--- src/rtl/fc_pkg.sv ---
// Shared types, constants and helpers for the fully-connected layer sequencer.
package fc_pkg;

    localparam int unsigned ACC_W    = 32;
    localparam int          INT8_MIN = -128;
    localparam int          INT8_MAX = 127;

    typedef logic signed [7:0] int8_t;

    typedef enum logic [2:0] {
        ST_IDLE    = 3'd0,
        ST_LOAD_IN = 3'd1,
        ST_BIAS    = 3'd2,
        ST_MAC     = 3'd3,
        ST_DRAIN   = 3'd4,
        ST_EMIT    = 3'd5
    } fc_seq_state_t;

    // Clamp a wide signed accumulator into the int8 range.
    function automatic int8_t sat_int8(input logic signed [ACC_W-1:0] x);
        if (x > INT8_MAX) begin
            return 8'(INT8_MAX);
        end else if (x < INT8_MIN) begin
            return 8'(INT8_MIN);
        end
        return 8'(x);
    endfunction

endpackage

--- src/rtl/fc_mac_unit.sv ---
// Single signed 8x8 MAC with bias preload and int8 output stage.
// FC_SEQ_SATURATE_EN selects clamping instead of modulo-256 wrap.
module fc_mac_unit
    import fc_pkg::*;
(
    input  logic  clk,
    input  logic  rst_n,
    input  logic  i_clr,
    input  logic  i_load_bias,
    input  logic  i_acc,
    input  int8_t i_bias,
    input  int8_t i_act,
    input  int8_t i_wgt,
    output int8_t o_result_c
);

    logic signed [15:0]      w_prod;
    logic signed [ACC_W-1:0] w_sum;
    logic signed [ACC_W-1:0] r_acc;

    assign w_prod = 16'(i_act) * 16'(i_wgt);
    assign w_sum  = r_acc + ACC_W'(w_prod);

    always_ff @(posedge clk or negedge rst_n) begin
        if (!rst_n) begin
            r_acc <= '0;
        end else if (i_clr) begin
            r_acc <= '0;
        end else if (i_load_bias) begin
            r_acc <= ACC_W'(i_bias);
        end else if (i_acc) begin
            r_acc <= w_sum;
        end
    end

    // Result includes the product being added this cycle so DRAIN needs no extra stage.
`ifdef FC_SEQ_SATURATE_EN
    assign o_result_c = sat_int8(w_sum);
`else
    assign o_result_c = w_sum[7:0];
`endif

endmodule

--- src/rtl/fc_layer_sequencer.sv ---
// Time-multiplexed FC layer: buffers the input vector, then runs one MAC per neuron.
// Build option FC_SEQ_SATURATE_EN (in fc_mac_unit) clamps results instead of wrapping.
module fc_layer_sequencer
    import fc_pkg::*;
#(
    parameter int unsigned INPUT_SIZE  = 128,
    parameter int unsigned OUTPUT_SIZE = 10,
    parameter int unsigned W_ADDR_W    = 11,
    parameter int unsigned B_ADDR_W    = 4
) (
    input  logic                clk,
    input  logic                rst_n,
    input  logic                start,
    output logic                busy,
    input  logic                in_valid,
    input  logic [7:0]          in_data,
    output logic                in_ready,
    output logic                w_rd_en,
    output logic [W_ADDR_W-1:0] w_addr,
    input  logic [7:0]          w_data,
    output logic                b_rd_en,
    output logic [B_ADDR_W-1:0] b_addr,
    input  logic [7:0]          b_data,
    output logic                out_valid,
    input  logic                out_ready,
    output logic [7:0]          out_data,
    output logic [B_ADDR_W-1:0] out_index,
    output logic                done
);

    localparam int unsigned J_W = (INPUT_SIZE > 1) ? $clog2(INPUT_SIZE) : 1;
    localparam logic [J_W-1:0]      LAST_J = J_W'(INPUT_SIZE - 1);
    localparam logic [B_ADDR_W-1:0] LAST_I = B_ADDR_W'(OUTPUT_SIZE - 1);

    fc_seq_state_t       r_state;
    logic [J_W-1:0]      r_j;
    logic [B_ADDR_W-1:0] r_i;
    int8_t               r_a;
    int8_t               r_buf [INPUT_SIZE];

    logic  w_mac_clr;
    logic  w_mac_load;
    logic  w_mac_acc;
    int8_t w_mac_result;

    // Input buffer: contents are don't-care after reset, so no reset branch.
    always_ff @(posedge clk) begin
        if (in_valid && in_ready) begin
            r_buf[r_j] <= in_data;
        end
    end

    // MAC cycle 0 loads the bias; later cycles and DRAIN add the delayed product.
    assign w_mac_clr  = (r_state == ST_IDLE);
    assign w_mac_load = (r_state == ST_MAC) && (r_j == '0);
    assign w_mac_acc  = ((r_state == ST_MAC) && (r_j != '0)) || (r_state == ST_DRAIN);

    fc_mac_unit u_mac (
        .clk         (clk),
        .rst_n       (rst_n),
        .i_clr       (w_mac_clr),
        .i_load_bias (w_mac_load),
        .i_acc       (w_mac_acc),
        .i_bias      (b_data),
        .i_act       (r_a),
        .i_wgt       (w_data),
        .o_result_c  (w_mac_result)
    );

    // Sequencer: outputs are set on the transition into the state that owns them.
    always_ff @(posedge clk or negedge rst_n) begin
        if (!rst_n) begin
            r_state   <= ST_IDLE;
            r_j       <= '0;
            r_i       <= '0;
            r_a       <= '0;
            busy      <= 1'b0;
            in_ready  <= 1'b0;
            w_rd_en   <= 1'b0;
            w_addr    <= '0;
            b_rd_en   <= 1'b0;
            b_addr    <= '0;
            out_valid <= 1'b0;
            out_data  <= '0;
            out_index <= '0;
            done      <= 1'b0;
        end else begin
            done <= 1'b0;
            case (r_state)
                ST_IDLE: begin
                    if (start) begin
                        r_state  <= ST_LOAD_IN;
                        r_j      <= '0;
                        r_i      <= '0;
                        busy     <= 1'b1;
                        in_ready <= 1'b1;
                    end
                end
                ST_LOAD_IN: begin
                    if (in_valid && in_ready) begin
                        if (r_j == LAST_J) begin
                            r_state  <= ST_BIAS;
                            in_ready <= 1'b0;
                            r_i      <= '0;
                            b_rd_en  <= 1'b1;
                            b_addr   <= '0;
                        end else begin
                            r_j <= r_j + 1'b1;
                        end
                    end
                end
                ST_BIAS: begin
                    r_state <= ST_MAC;
                    r_j     <= '0;
                    b_rd_en <= 1'b0;
                    w_rd_en <= 1'b1;
                    w_addr  <= W_ADDR_W'(r_i * INPUT_SIZE);
                end
                ST_MAC: begin
                    // r_a lines up with the weight returned one cycle later.
                    r_a <= r_buf[r_j];
                    if (r_j == LAST_J) begin
                        r_state <= ST_DRAIN;
                        w_rd_en <= 1'b0;
                    end else begin
                        r_j    <= r_j + 1'b1;
                        w_addr <= w_addr + 1'b1;
                    end
                end
                ST_DRAIN: begin
                    r_state   <= ST_EMIT;
                    out_data  <= w_mac_result;
                    out_index <= r_i;
                    out_valid <= 1'b1;
                end
                ST_EMIT: begin
                    if (out_ready) begin
                        out_valid <= 1'b0;
                        if (r_i == LAST_I) begin
                            r_state <= ST_IDLE;
                            busy    <= 1'b0;
                            done    <= 1'b1;
                        end else begin
                            r_state <= ST_BIAS;
                            r_i     <= r_i + 1'b1;
                            b_addr  <= r_i + 1'b1;
                            b_rd_en <= 1'b1;
                        end
                    end
                end
                default: r_state <= ST_IDLE;
            endcase
        end
    end

endmodule
--- config.mk ---
export PLATFORM = sky130hd
export DESIGN_NAME = fc_layer_sequencer
export DESIGN_NICKNAME = d
export VERILOG_FILES = /design/src/rtl/fc_pkg.sv /design/src/rtl/fc_mac_unit.sv /design/src/rtl/fc_layer_sequencer.sv
export SDC_FILE = /design/constraint.sdc
export NUM_CORES = 1
export LEC_CHECK = 0
export CORE_MARGIN = 4
export CORE_UTILIZATION = 59
export CTS_BUF_LIST = sky130_fd_sc_hd__clkbuf_4 sky130_fd_sc_hd__clkbuf_8
export CTS_CLUSTER_SIZE = 10
export DETAILED_ROUTE_END_ITERATION = 10
export PLACE_DENSITY_LB_ADDON = 0.2
export SYNTH_ARGS = -nofsm -noshare
export SYNTH_HDL_FRONTEND = slang
export SYNTH_SLANG_ARGS = --single-unit
--- constraint.sdc ---
create_clock -name clk -period 3.8 [get_ports clk]
set_input_delay 0.76 -clock clk [delete_from_list [all_inputs] [get_ports clk]]
set_output_delay 0.76 -clock clk [all_outputs]
set_load 0.01 [all_outputs]
==> results.yml, run 1 <==
synth:
  synth_top_area_cell: "edfxtp_1"
  synth-seq-cells: 1087
  ys_top_cells_by_area: "edfxtp_1 (70%), mux4_2 (4.9%), dfrtp_1 (3.6%)"
  synthFlopType: "edfxtp_1"
  ys_warn_count: 0
  yosysSeqAreaShare: 0.734
  ys_async_sr_fraction: 0.0580
  syn-num-nets: 2671
  yosysMostFrequentCell: "edfxtp_1"
  synth_edf_count: 1024
  synth_cell_types: 72
  yosysTopAreaCellShare: 0.698
  avgSynthCellArea_um2: 16.9
  ys_top_cells_by_count: "edfxtp_1 (1024), nor2_1 (211), nand2_1 (124)"
  netlist_area_um2: 44100
  synth_cells: 2599
timing:
  slew_headroom: 0.160
  worst_slack_ns: -0.291
  fin_worst_skew_ns: 0.0310
  max_freq_mhz: 244
  hold_viol: 0
  period_needed_ns: 4.09
  fin_crit_sh: 1.08
  drv_slew: 0
  worst_slew_pin_slew_ns: 1.26
  rsz0062_at_grt: "yes"
  setup_viol: 6
pwr:
  combPwrFrac: 0.291
  peakVddDrop_mv: 0.396
  leakage_uw: 0.0173
  p_sw_uw: 10700
  power_density_nw_per_um2: 633
  switching_share: 0.332
  p_seq_frac: 0.417
  finalPower_uw: 32300
  clock_power_share: 0.292
  p_int_uw: 21600
critical_path:
  cp_data_required_time_ns: 4.49
  critPathKind: "in2reg"
  critPathArrivalTime_ns: 4.78
  start_kind: "primary input"
  reg2reg_slack_ns: -0.29
  cp-end-kind: "flip-flop"
  reg2reg_depth: 16
  cp_max_fo: 4
final_layout:
  area_delta_synth_final_pct: 15.7
  final_nets: 3043
  layout-drive-gt1-share: 0.256
  num-fill-cells: 4769
drt:
  drtIter0Drc: 4227
  avgRoutedWirePerCell_um: 31.3
  ant_nets: 0
  via_per_inst: 6.69
  num_vias: 27200
  finalWirelength_um: 127000
  route.detailed.drc: 0
  drtPass1Iterations: 8
clock_tree:
  clkLatencyLatePin_ns: 0.81
  clock_path_buffers: 3
  cts.sinks: 1087
  clk_pin_slew_worst_paths_ns: 0.06
  cts_tree: "done"
  cts-htree-levels: 4
  root_buffer: "clkbuf_8"
  cts_made_buffers: 167
place:
  globalplace.congestion: 0.979
  io_buffers: 61
  dp_hpwl_um: 81600
  dp_slack_ns: -1.33
floorplan:
  pin_count: 62
  rows: 99
  dieArea_um2: 79100
  core_area_um2: 73500
  start_util: 0.600
  dieHeight_um: 281
  die_x_um: 281
job:
  maxCapViolCount: 0
grt:
  track_usage: 0.324
  overflow: 0
  antenna_found_initial: 4
  grt_max_degree: 104
  grt_pass1_wl_um: 185000
  grt_pass1_vias: 27100
status:
  status: "finished, violations left"
  violations: "setup timing"
min_path:
  hold_class: "in2async"
## area by class of cell
class,count,area (um2),area share
diodes,7,17.5,0.000344
clock buffers,224,2760,0.0541
clock inverters,73,487,0.00955
inverters,40,150,0.00294
multi-input cells,1306,10800,0.213
flip-flops and latches,1087,32300,0.634
well taps,959,1200,0.0235
repair buffers,369,3190,0.0626
## cell usage in the layout (no fill, tap or decap), drive strengths merged, types with 59 or more instances in the layout
cell type / n
a221oi: 104
o21ai: 71
nand2: 124
clkinv: 59
dfrtp: 63
buf: 316
clkbuf: 224
o22ai: 62
mux4: 95
mux2: 74
edfxtp: 1024
a21oi: 64
nor2: 213
mux2i: 118
## worst paths after layout
kind,start,endpoint
worst max-delay path,w_data[4],u_mac.r_acc[7]$_DFFE_PN0P_
worst min-delay path,rst_n,w_addr[4]$_DFFE_PN0P_
worst max register to register,r_a[4]$_DFFE_PN0P_,u_mac.r_acc[7]$_DFFE_PN0P_
worst min register to register,b_addr[3]$_DFFE_PN0P_,b_addr[3]$_DFFE_PN0P_
max in group asynchronous,rst_n,r_a[5]$_DFFE_PN0P_
min in group clk,b_addr[3]$_DFFE_PN0P_,b_addr[3]$_DFFE_PN0P_
## power by group through the flow
stage	logic, uW	clock network [uW]	registers [uW]
after floorplan	5300	0	13500
after global placement	8950	0	13700
after detailed placement	9020	0	13700
after CTS	9060	9570	13400
after global routing	9570	10200	13500
final	9390	9450	13500
## metrics by stage
stage	area [um2]	std cells	hold WS (ns)	util	setup TNS [ns]
global placement	47600	3756	0.466	0.648	-7.94
CTS	50900	4056	0.419	0.693	-0.577
global route	51000	4060	0.459	0.694	-1.91
detailed placement	47600	3756	0.473	0.648	-7.92
finish	51000	4065	0.464	0.694	-1.08
floorplan	44100	2599	0.464	-	-1.45
## critical path: stages
cell             delay [ns]
clkdlybuf4s50_1        0.48
and2_1                 0.21
fa_1                   0.48
ha_1                   0.32
inv_2                  0.04
fa_1                   0.52
inv_1                  0.05
fa_1                   0.48
ha_4                   0.30
ha_4                   0.21
a21oi_4                0.16
xnor2_2                0.14
xnor2_1                0.15
xnor2_1                0.16
a21oi_1                0.09
a31o_2                 0.22
## timing repair
action / CTS / global route
gates resized for setup: 18 / 11
setup buffers: 2 / 2
endpoints found under the hold margin: 15 / 0
setup endpoints to repair: 6 / 6
hold buffers: 1 / 0
pin swaps: 21 / 15
## layer usage
metal	vias to the layer above	share of wire	GRT usage
met5	-	0	0.00549
met2	2054	0.45	0.486
li1	11200	-	-
met4	0	0.053	0.154
met3	372	0.13	0.0994
met1	13600	0.36	0.441
## logic make-up (layout without fill, tap and decap cells)
family,Yosys count,after routing,share of synthesized area
buffers and inverters,206,706,0.0246
XOR/XNOR,28,28,0.00557
multiplexers,287,287,0.0944
flip-flops,1087,1087,0.734
other,0,7,0
AND/OR/NAND/NOR,458,458,0.0450
adder cells (fa/ha/maj),43,43,0.0153
AO/OA/AOI/OAI,490,490,0.0813
## sequential cells by signal, indices dropped and copies added, names as in the netlist, 3 cells and up
signal       flops
out_index        4
u_mac.r_acc      8
r_state          3
r_a              8
r_i              4
r_j              7
out_data         8
r_buf         1024
w_addr          11
b_addr           4
Power figures use the tool's default switching activity.
==> inputs of run 2 (changes only) <==
--- a/constraint.sdc
+++ b/constraint.sdc
@@ -3,2 +3,2 @@
 set_output_delay 0.76 -clock clk [all_outputs]
-set_load 0.01 [all_outputs]
+set_load 0.05 [all_outputs]
==> results of run 2 <==
The final DEF is identical to that of run 1. Status: finished, violations left: setup timing.
